<file path="src/rtl/rr_grant_encoder_pkg.sv">
// Shared constants, FSM state encoding and the one-hot to index encoder
// used by the round-robin grant arbiter.
package rr_grant_encoder_pkg;

  localparam int NUM_REQ = 4;
  localparam int IDX_W   = 2;

  typedef enum logic {
    ST_IDLE = 1'b0,
    ST_BUSY = 1'b1
  } state_e;

  function automatic logic [IDX_W-1:0] onehot_to_idx(input logic [NUM_REQ-1:0] oh);
    logic [IDX_W-1:0] idx;
    idx = '0;
    for (int i = 0; i < NUM_REQ; i++) begin
      if (oh[i]) idx = IDX_W'(i);
    end
    return idx;
  endfunction

endpackage

</file>
<file path="src/rtl/rr_grant_encoder_pick.sv">
// Combinational rotate-priority pick: first set request bit scanning from ptr
// upward with wrap-around.
module rr_pick4
  import rr_grant_encoder_pkg::*;
(
  input  logic [NUM_REQ-1:0] req,
  input  logic [IDX_W-1:0]   ptr,
  output logic [IDX_W-1:0]   winner,
  output logic               any
);

  logic [IDX_W-1:0] cand;
  logic             found;

  always_comb begin
    winner = '0;
    found  = 1'b0;
    cand   = '0;
    any    = |req;
    for (int k = 0; k < NUM_REQ; k++) begin
      // Index arithmetic is IDX_W wide, so the scan wraps modulo NUM_REQ.
      cand = ptr + IDX_W'(k);
      if (!found && req[cand]) begin
        winner = cand;
        found  = 1'b1;
      end
    end
  end

endmodule

</file>
<file path="src/rtl/rr_grant_encoder.sv">
// Round-robin arbiter for 4 requesters with held grants, binary grant index
// and forced release after MAX_HOLD cycles.
module rr_grant_encoder
  import rr_grant_encoder_pkg::*;
#(
  parameter int MAX_HOLD = 16,
  parameter int CNT_W    = 5
) (
  input  logic               clk,
  input  logic               rst,
  input  logic [NUM_REQ-1:0] req,
  input  logic               done,
  output logic [NUM_REQ-1:0] gnt,
  output logic [IDX_W-1:0]   gnt_idx,
  output logic               gnt_valid,
  output logic               timeout
);

  state_e             state_q, state_d;
  logic [IDX_W-1:0]   ptr_q, ptr_d;
  logic [CNT_W-1:0]   cnt_q, cnt_d;
  logic [NUM_REQ-1:0] gnt_q, gnt_d;
  logic [IDX_W-1:0]   gnt_idx_q, gnt_idx_d;

  logic [IDX_W-1:0]   winner;
  logic               any_req;
  logic               hold_expired;
  logic               release_now;

  rr_pick4 u_pick (
    .req    (req),
    .ptr    (ptr_q),
    .winner (winner),
    .any    (any_req)
  );

  assign hold_expired = (cnt_q == CNT_W'(MAX_HOLD));
  assign release_now  = done || !req[gnt_idx_q] || hold_expired;

  always_comb begin
    state_d   = state_q;
    ptr_d     = ptr_q;
    cnt_d     = cnt_q;
    gnt_d     = gnt_q;
    gnt_idx_d = gnt_idx_q;
    unique case (state_q)
      ST_IDLE: begin
        if (any_req) begin
          state_d   = ST_BUSY;
          gnt_d     = NUM_REQ'(1) << winner;
          gnt_idx_d = onehot_to_idx(gnt_d);
          cnt_d     = CNT_W'(1);
        end
      end
      ST_BUSY: begin
        if (release_now) begin
          state_d = ST_IDLE;
          gnt_d   = '0;
          ptr_d   = gnt_idx_q + 1'b1;
          cnt_d   = '0;
        end else if (cnt_q != '1) begin
          cnt_d = cnt_q + 1'b1;
        end
      end
      default: state_d = ST_IDLE;
    endcase
  end

  always_ff @(posedge clk) begin
    if (rst) begin
      state_q   <= ST_IDLE;
      ptr_q     <= '0;
      cnt_q     <= '0;
      gnt_q     <= '0;
      gnt_idx_q <= '0;
    end else begin
      state_q   <= state_d;
      ptr_q     <= ptr_d;
      cnt_q     <= cnt_d;
      gnt_q     <= gnt_d;
      gnt_idx_q <= gnt_idx_d;
    end
  end

  // Pulse lives in the final held cycle; a concurrent done or reset suppresses it.
  assign timeout   = !rst && (state_q == ST_BUSY) && hold_expired && !done;
  assign gnt       = gnt_q;
  assign gnt_idx   = gnt_idx_q;
  assign gnt_valid = |gnt_q;

endmodule

</file>
<file path="config.mk">
export PLATFORM = sky130hd
export DESIGN_NAME = rr_grant_encoder
export DESIGN_NICKNAME = d
export VERILOG_FILES = /design/src/rtl/rr_grant_encoder_pkg.sv /design/src/rtl/rr_grant_encoder_pick.sv /design/src/rtl/rr_grant_encoder.sv
export SDC_FILE = /design/constraint.sdc
export NUM_CORES = 1
export LEC_CHECK = 0
export BUFFER_PORTS_ARGS = -buffer_cell sky130_fd_sc_hd__buf_2
export CELL_PAD_IN_SITES_DETAIL_PLACEMENT = 1
export CELL_PAD_IN_SITES_GLOBAL_PLACEMENT = 1
export CORE_MARGIN = 4
export CORE_UTILIZATION = 40
export CTS_CLUSTER_DIAMETER = 30
export DETAILED_ROUTE_END_ITERATION = 8
export PLACE_DENSITY = 0.77
export SLEW_MARGIN = 10
export SYNTH_ARGS = -nofsm -noshare
export SYNTH_HDL_FRONTEND = slang
export SYNTH_SLANG_ARGS = --single-unit
export TNS_END_PERCENT = 50
</file>
<file path="constraint.sdc">
create_clock -name clk -period 3.4 [get_ports clk]
set_input_delay 0.17 -clock clk [delete_from_list [all_inputs] [get_ports clk]]
set_output_delay 0.17 -clock clk [all_outputs]
set_load 0.05 [all_outputs]
</file>
==> out/metrics.csv, run 1 <==
stage,metric,value,unit
run_status,result of the run,"complete, no violations",
global_routing,total overflow reported by the global router,0,
floorplanning,die footprint,0.00280,mm^2
setup_path,capturing point of the worst reg2reg path,gnt[2],
logic_synthesis,proportion of synthesized chip area in sequential cells,34.7,%
floorplanning,core outline area,0.00182,mm^2
clock_tree,Post-CTS Setup Inserts,0,
clock_tree,clock tree from TritonCTS,yes,
clock_tree,Hold Buf Count CTS,0,
setup_path,startpoint type of the worst setup path,flop,
clock_tree,clock buffer count from CTS,3,
route,total DRC errors in the routed layout,0,
logic_synthesis,async set or reset register ratio after synthesis,0,%
power,peak supply drop,0.249,mV
setup_path,Arrival @ worst endpoint,1.96,ns
sta,share of the clock period used by the worst path after layout,62.5,%
floorplanning,Chip Height,52.9,um
min_path,hold_sp,rst,
logic_synthesis,yosys warns,0,
logic_synthesis,flip-flop and latch count after synthesis,14,
logic_synthesis,synthesized area per cell,8.87,um^2
route,total wire length,2300,um
sta,worst slew margin relative to its limit,53.5,%
logic_synthesis,cell count after synthesis,91,
setup_path,type of the worst setup path,flop to output pin,
clock_tree,Post-CTS Resized,0,
final_layout,Fill cells,227,
route,number of design-rule violations left by the first detailed-router iteration,7,
power,Pwr per Cell Area,453,mW/mm^2
power,Power Internal,277,uW
global_routing,global-route wire length before repair,3910,um
placement,last weighted congestion value of the routability-driven placer,0.746,
sta,setup repair after global routing missed its margin,no,
setup_path,path depth of the worst reg2reg path,6,
job,max-cap violation count,0,
logic_synthesis,"count leader, synth",sky130_fd_sc_hd__dfxtp_1,
logic_synthesis,number of synthesized flops with an enable pin,0,
logic_synthesis,area of the mapped netlist,807,um^2
global_routing,GRT Overall Usage,20.0,%
setup_path,Required @ worst endpoint,3.23,ns
sta,Tightest Pin Transition,0.691,ns
global_routing,antenna violations before repair,0,
sta,max-slew violation count,0,
clock_tree,maximum buffer depth of the clock tree,2,
logic_synthesis,main area contributors after synthesis,"sky130_fd_sc_hd__dfxtp_1 35%, sky130_fd_sc_hd__ha_1 4.7%, sky130_fd_sc_hd__nor2b_1 4.7%, sky130_fd_sc_hd__o21ai_0 4.3%, sky130_fd_sc_hd__nand3_1 3.7%",
placement,Area after DPL,901,um^2
power,relative contribution of the clock network to total power,29.9,%
final_layout,NumNets Final,118,
clock_tree,Skew-Pair Late Insertion Delay,0.29,ns
final_layout,# diodes,0,
route,number of vias per cell,5.84,
setup_path,maximum fanout along the worst path,6,
route,drt first pass iters,4,
floorplanning,initial core utilization,44.3,%
logic_synthesis,top cells by instance count after synthesis,"14 x sky130_fd_sc_hd__dfxtp_1, 7 x sky130_fd_sc_hd__o21ai_0, 6 x sky130_fd_sc_hd__inv_1, 6 x sky130_fd_sc_hd__nand3_1, 6 x sky130_fd_sc_hd__nor2b_1",
clock_tree,H-Tree Depth,1,
sta,Sum Neg Setup Slack,0,ns
placement,count of input and output buffers,14,
global_routing,vias in the first global route,787,
power,Flop pwr share,44.4,%
clock_tree,register clock-pin slew on the reported worst setup and hold paths,0.09,ns
route,via count,771,
sta,final setup vio count,0,
route,Avg WL per Cell,17.4,um
final_layout,total non-filler cell area in the finished layout,937,um^2
logic_synthesis,cell taking the most area after synthesis,sky130_fd_sc_hd__dfxtp_1,
min_path,Hold Crit Class,input pin to flop,
min_path,Hold Crit Depth,2,
placement,dpl cells,128,
logic_synthesis,synthesized netlist net count,101,
logic_synthesis,post-synth top area share,34.7,%
floorplanning,number of placement rows,15,
sta,number of hold violations in the final report,0,
power,relative contribution of combinational cells to total power,25.7,%
floorplanning,die span in x,52.9,um
sta,final critical delay including setup and external delays,2.13,ns
power,NetSw,148,uW
setup_path,FF-to-FF Start,cnt_q[0],
logic_synthesis,most common flop cell mapped by yosys,sky130_fd_sc_hd__dfxtp_1,
power,LEAKAGE,0.402,nW
route,final antenna-violating net count,0,
floorplanning,Boundary Pins,15,
clock_tree,library cell used as clock root buffer,sky130_fd_sc_hd__clkbuf_4,
setup_path,flop2flop setup slack,1.54,ns
sta,maximum achievable frequency,0.470,GHz
min_path,worst min-delay path endpoint,ptr_q[0],
power,power after layout,425,uW
final_layout,area of combinational cells with multiple inputs,497,um^2
setup_path,endpoint type of the worst setup path,output pin,
power,net switching fraction of the power,34.8,%
final_layout,Layout area overhead,16.1,%
sta,Post-Route Skew,0.00559,ns
clock_tree,Clock Sinks,14,
global_routing,maximum number of pins on one net before global-route repair,14,
final_layout,sequential cell area,280,um^2
placement,Post-DP HPWL,1750,um
final_layout,layout cell share with drive strength beyond 1,21.5,%
logic_synthesis,number of unique standard cell types used by synthesis,36,
sta,Hold Worst Slack,0.227,ns
final_layout,filler-free cell count of the finished design,132,
==> per-layer routing <==
metal  GRT usage (%)  up-vias  share of wire [%]
met2            31.8       13                 46
met4            10.2        0                2.0
met5               0        -                  0
met3            5.07        6                4.1
li1                -      381                  -
met1            24.6      371                 48
==> critical path, cell delays in order, from the launching register on <==
cell	delay, ns
sky130_fd_sc_hd__dfxtp_1	0.35
sky130_fd_sc_hd__inv_1	0.07
sky130_fd_sc_hd__ha_1	0.12
sky130_fd_sc_hd__or4bb_1	0.60
sky130_fd_sc_hd__nor4_1	0.21
sky130_fd_sc_hd__buf_2	0.31
==> how the worst max path moves through the flow <==
stage | from | slack (ns) | endpoint | cells past startpoint
3_3_place_gp | cnt_q[0] | 1.61 | gnt[0] | 6
4_1_cts | cnt_q[0] | 1.25 | timeout | 5
3_5_place_dp | cnt_q[0] | 1.55 | gnt[2] | 6
2_1_floorplan | cnt_q[0] | 0.68 | timeout | 4
5_1_grt | cnt_q[0] | 1.15 | timeout | 5
6_report | cnt_q[0] | 1.27 | timeout | 5
==> logic make-up after synthesis <==
family                     share of synthesized area [%]
and+or+nand+nor                                     28.5
xor gates and xnor gates                            1.09
adders and majority gates                           4.65
muxes                                               4.03
buffers and inverters                               3.72
DFF                                                 34.7
AOI/OAI and AO/OA                                   23.3
==> stage by stage <==
stage               setup slack (ns)  utilization, %
finish                          1.27            51.5
detailed placement              1.55            49.5
global route                    1.15            51.5
CTS                             1.25            51.5
global placement                1.61            49.5
floorplan                      0.677               -
==> power groups by stage <==
stage          Combinational, mW  Clock (mW)  Sequential, mW
6_report                   0.109       0.127           0.188
2_1_floorplan             0.0606           0           0.209
4_1_cts                    0.109       0.127           0.188
3_3_place_gp               0.106           0           0.191
3_5_place_dp               0.108           0           0.192
5_1_grt                    0.118       0.136           0.190
==> sequential cells by signal (all words and copies together), names as in the netlist <==
name     cells
gnt          4
gnt_idx      2
state_q      1
ptr_q        2
cnt_q        5
==> area by class of cell <==
cell class              count  share of cell area [%]
repair buffers             14                    7.48
inverters                   6                    2.40
clock buffers               4                    3.87
flip-flops and latches     14                    29.9
multi-input cells          69                    53.0
well taps                  25                    3.34
==> cells in the final DEF (no fill, tap or decap), drive strengths merged, types with 2 or more instances in the layout <==
master	n
nand3	6
or2	2
inv	6
o21ai	7
clkbuf	4
a32o	2
nor4	2
nand2b	2
and3	2
a21o	2
and4	2
nand4	2
dfxtp	14
a31oi	2
or4	2
a21oi	5
ha	3
nor2	2
a21boi	2
nand2	2
nor3b	2
nor2b	6
buf	14
nor3	3
Power figures use the tool's default switching activity.
==> run 2: changes to the inputs <==
--- a/config.mk
+++ b/config.mk
@@ -5,14 +5,15 @@
 export SDC_FILE = /design/constraint.sdc
 export NUM_CORES = 1
 export LEC_CHECK = 0
+export ABC_AREA = 1
 export BUFFER_PORTS_ARGS = -buffer_cell sky130_fd_sc_hd__buf_2
 export CELL_PAD_IN_SITES_DETAIL_PLACEMENT = 1
 export CELL_PAD_IN_SITES_GLOBAL_PLACEMENT = 1
 export CORE_MARGIN = 4
-export CORE_UTILIZATION = 40
+export CORE_UTILIZATION = 39
 export CTS_CLUSTER_DIAMETER = 30
 export DETAILED_ROUTE_END_ITERATION = 8
-export PLACE_DENSITY = 0.77
+export PLACE_DENSITY = 0.78
 export SLEW_MARGIN = 10
 export SYNTH_ARGS = -nofsm -noshare
 export SYNTH_HDL_FRONTEND = slang
==> constraint.sdc (replaced) <==
create_clock -name clk -period 2.2 [get_ports clk]
set_input_delay 0.11 -clock clk [delete_from_list [all_inputs] [get_ports clk]]
set_output_delay 0.11 -clock clk [all_outputs]
set_load 0.05 [all_outputs]
==> out/metrics.csv, run 2 <==
stage,metric,value,unit
run_status,result of the run,"complete, no violations",
power,peak supply drop,0.549,mV
min_path,Hold Crit Class,input pin to flop,
global_routing,global-route wire length before repair,5070,um
placement,count of input and output buffers,14,
sta,Tightest Pin Transition,0.378,ns
logic_synthesis,main area contributors after synthesis,"sky130_fd_sc_hd__dfxtp_1 26%, sky130_fd_sc_hd__nand2_1 17%, sky130_fd_sc_hd__inv_1 7.4%, sky130_fd_sc_hd__nand2_2 5.9%, sky130_fd_sc_hd__nand3_1 5.2%",
setup_path,Crit path top cell by count,sky130_fd_sc_hd__nand2_1,
power,Pwr per Cell Area,796,mW/mm^2
sta,setup repair after global routing missed its margin,no,
job,max-cap violation count,0,
logic_synthesis,cell count after synthesis,165,
sta,worst slew margin relative to its limit,74.8,%
placement,Post-DP HPWL,2310,um
global_routing,maximum number of pins on one net before global-route repair,13,
setup_path,startpoint type of the worst setup path,flop,
setup_path,number of gates on the worst path with buffers counted,11,
floorplanning,Boundary Pins,15,
power,LEAKAGE,0.590,nW
route,number of vias per cell,5.09,
power,Flop pwr share,34.0,%
sta,number of hold violations in the final report,0,
setup_path,CP cell instances,inv_2 > nand2_1 > nand2_1 > nand2_1 > nand2_1 > nand2_1 > nand2_1 > nand2_1 > nand3_2 > o211ai_1 > inv_1,
setup_path,sum of buffers and inverters on the critical path,2,
logic_synthesis,async set or reset register ratio after synthesis,0,%
logic_synthesis,synthesized netlist net count,175,
logic_synthesis,area of the mapped netlist,0.00106,mm^2
setup_path,Required @ worst endpoint,2.37,ns
clock_tree,Post-CTS Resized,0,
logic_synthesis,post-synth top area share,26.3,%
setup_path,endpoint type of the worst setup path,flop,
clock_tree,Clock Sinks,14,
global_routing,vias in the first global route,1137,
route,Avg WL per Cell,13.4,um
floorplanning,Chip Height,60.3,um
sta,final critical delay including setup and external delays,1.74,ns
route,final antenna-violating net count,0,
global_routing,total overflow reported by the global router,0,
power,power after layout,949,uW
min_path,Hold Crit Depth,2,
final_layout,final standard cell utilization of the core,46.9,%
logic_synthesis,top cells by instance count after synthesis,"49 x sky130_fd_sc_hd__nand2_1, 21 x sky130_fd_sc_hd__inv_1, 14 x sky130_fd_sc_hd__dfxtp_1, 11 x sky130_fd_sc_hd__nand3_1, 11 x sky130_fd_sc_hd__nor2_1",
sta,Hold Worst Slack,0.0575,ns
route,total DRC errors in the routed layout,0,
sta,maximum achievable frequency,0.574,GHz
logic_synthesis,synthesized area per cell,6.45,um^2
setup_path,flop2flop setup slack,0.46,ns
final_layout,layout cell share with drive strength beyond 1,23.8,%
route,drt first pass iters,4,
setup_path,critical path's top delay family,simple AND/OR/NAND/NOR gates,
floorplanning,number of placement rows,18,
floorplanning,core outline area,0.00254,mm^2
setup_path,FF-to-FF Start,ptr_q[0],
final_layout,most frequent cells in the layout,"49 x sky130_fd_sc_hd__nand2_1, 21 x sky130_fd_sc_hd__inv_1, 14 x sky130_fd_sc_hd__dfxtp_1, 14 x sky130_fd_sc_hd__buf_2",
floorplanning,die span in x,60.3,um
setup_path,source of the critical timing path,ptr_q[0],
clock_tree,Post-CTS Setup Inserts,0,
sta,Post-Route Skew,0.00432,ns
logic_synthesis,flip-flop and latch count after synthesis,14,
final_layout,number of flip-flops under the largest register name,5,
logic_synthesis,proportion of synthesized chip area in sequential cells,26.3,%
final_layout,Layout area overhead,12.0,%
clock_tree,clock tree from TritonCTS,yes,
power,net switching fraction of the power,46.8,%
setup_path,type of the worst setup path,flop to flop,
power,relative contribution of combinational cells to total power,46.2,%
global_routing,antenna violations before repair,0,
final_layout,# diodes,0,
power,Power Internal,505,uW
clock_tree,register clock-pin slew on the reported worst setup and hold paths,0.09,ns
logic_synthesis,number of unique standard cell types used by synthesis,27,
final_layout,register bank with the most flops,cnt_q,
floorplanning,initial core utilization,41.8,%
logic_synthesis,cell taking the most area after synthesis,sky130_fd_sc_hd__dfxtp_1,
logic_synthesis,most common flop cell mapped by yosys,sky130_fd_sc_hd__dfxtp_1,
route,total wire length,2830,um
sta,max-slew violation count,0,
final_layout,NumNets Final,192,
clock_tree,Hold Buf Count CTS,0,
logic_synthesis,"count leader, synth",sky130_fd_sc_hd__nand2_1,
power,relative contribution of the clock network to total power,19.8,%
route,via count,1075,
logic_synthesis,yosys warns,0,
setup_path,"Max stage delay cell, worst path",sky130_fd_sc_hd__dfxtp_1,
sta,share of the clock period used by the worst path after layout,79.2,%
sta,final setup vio count,0,
setup_path,Arrival @ worst endpoint,1.92,ns
placement,last weighted congestion value of the routability-driven placer,0.886,
global_routing,GRT Overall Usage,18.4,%
route,number of design-rule violations left by the first detailed-router iteration,27,
power,NetSw,445,uW
sta,Sum Neg Setup Slack,0,ns
clock_tree,maximum buffer depth of the clock tree,2,
setup_path,path depth of the worst reg2reg path,11,
setup_path,maximum fanout along the worst path,12,
clock_tree,Skew-Pair Late Insertion Delay,0.28,ns
logic_synthesis,number of synthesized flops with an enable pin,0,
setup_path,capturing point of the worst reg2reg path,gnt_idx[0],
clock_tree,library cell used as clock root buffer,sky130_fd_sc_hd__clkbuf_4,
clock_tree,clock buffer count from CTS,3,
setup_path,timing endpoint of the critical path,gnt_idx[0],
clock_tree,H-Tree Depth,1,
final_layout,"commonest non-fill, non-tap cell in the layout",sky130_fd_sc_hd__nand2_1,
setup_path,delay of the slowest cell on the worst path,0.56,ns
floorplanning,die footprint,0.00363,mm^2
## run 2: area by class of cell
class	count	area [um^2]
clock buffers	4	36.3
repair buffers	14	70.1
well taps	30	37.5
flip-flops and latches	14	280
fillers	371	1350
multi-input cells	123	671
inverters	26	97.6
## run 2: worst min-delay path by stage
stage | start | end | slack, ns
after CTS | rst | cnt_q[4] | 0.05
after global routing | rst | cnt_q[4] | 0.06
final | rst | cnt_q[4] | 0.06
after floorplan | rst | cnt_q[1] | 0.18
after detailed placement | rst | cnt_q[4] | 0.36
after global placement | rst | cnt_q[4] | 0.36
## run 2: cells by family (layout without fill, tap and decap cells)
kind of cell,after synthesis,in the layout,synth area share [%]
adders and majority gates,3,3,3.53
xor gates and xnor gates,2,2,1.65
buffers and inverters,28,44,11.3
and+or+nand+nor,96,96,44.4
DFF,14,14,26.3
AOI/OAI and AO/OA,22,22,12.8
## run 2: worst register-to-register path: stages (launching register included)
cell,delay (ns)
sky130_fd_sc_hd__dfxtp_1,0.56
sky130_fd_sc_hd__inv_2,0.19
sky130_fd_sc_hd__nand2_1,0.11
sky130_fd_sc_hd__nand2_1,0.09
sky130_fd_sc_hd__nand2_1,0.07
sky130_fd_sc_hd__nand2_1,0.09
sky130_fd_sc_hd__nand2_1,0.08
sky130_fd_sc_hd__nand2_1,0.05
sky130_fd_sc_hd__nand2_1,0.09
sky130_fd_sc_hd__nand3_2,0.13
sky130_fd_sc_hd__o211ai_1,0.11
sky130_fd_sc_hd__inv_1,0.06
## run 2: metrics by stage
stage / instance area [um^2] / cells / setup slack, ns
global route: 1190 / 211 / 0.256
finish: 1190 / 211 / 0.458
floorplan: 1070 / 165 / 0.563
global placement: 1160 / 207 / 0.584
CTS: 1190 / 211 / 0.471
detailed placement: 1160 / 207 / 0.503
## run 2: metal layers
metal	global-route usage, %	up-vias	routed length [um]
li1	-	560	-
met1	24.4	502	1450
met2	30.4	11	1300
met3	2.59	2	72
met4	6.01	0	18
met5	0	-	0
## run 2: power groups by stage
stage	clock network, mW	logic, mW	registers (mW)
finish	0.188	0.439	0.323
global route	0.210	0.489	0.328
CTS	0.197	0.443	0.323
detailed placement	0	0.440	0.327
global placement	0	0.428	0.325
floorplan	0	0.290	0.382
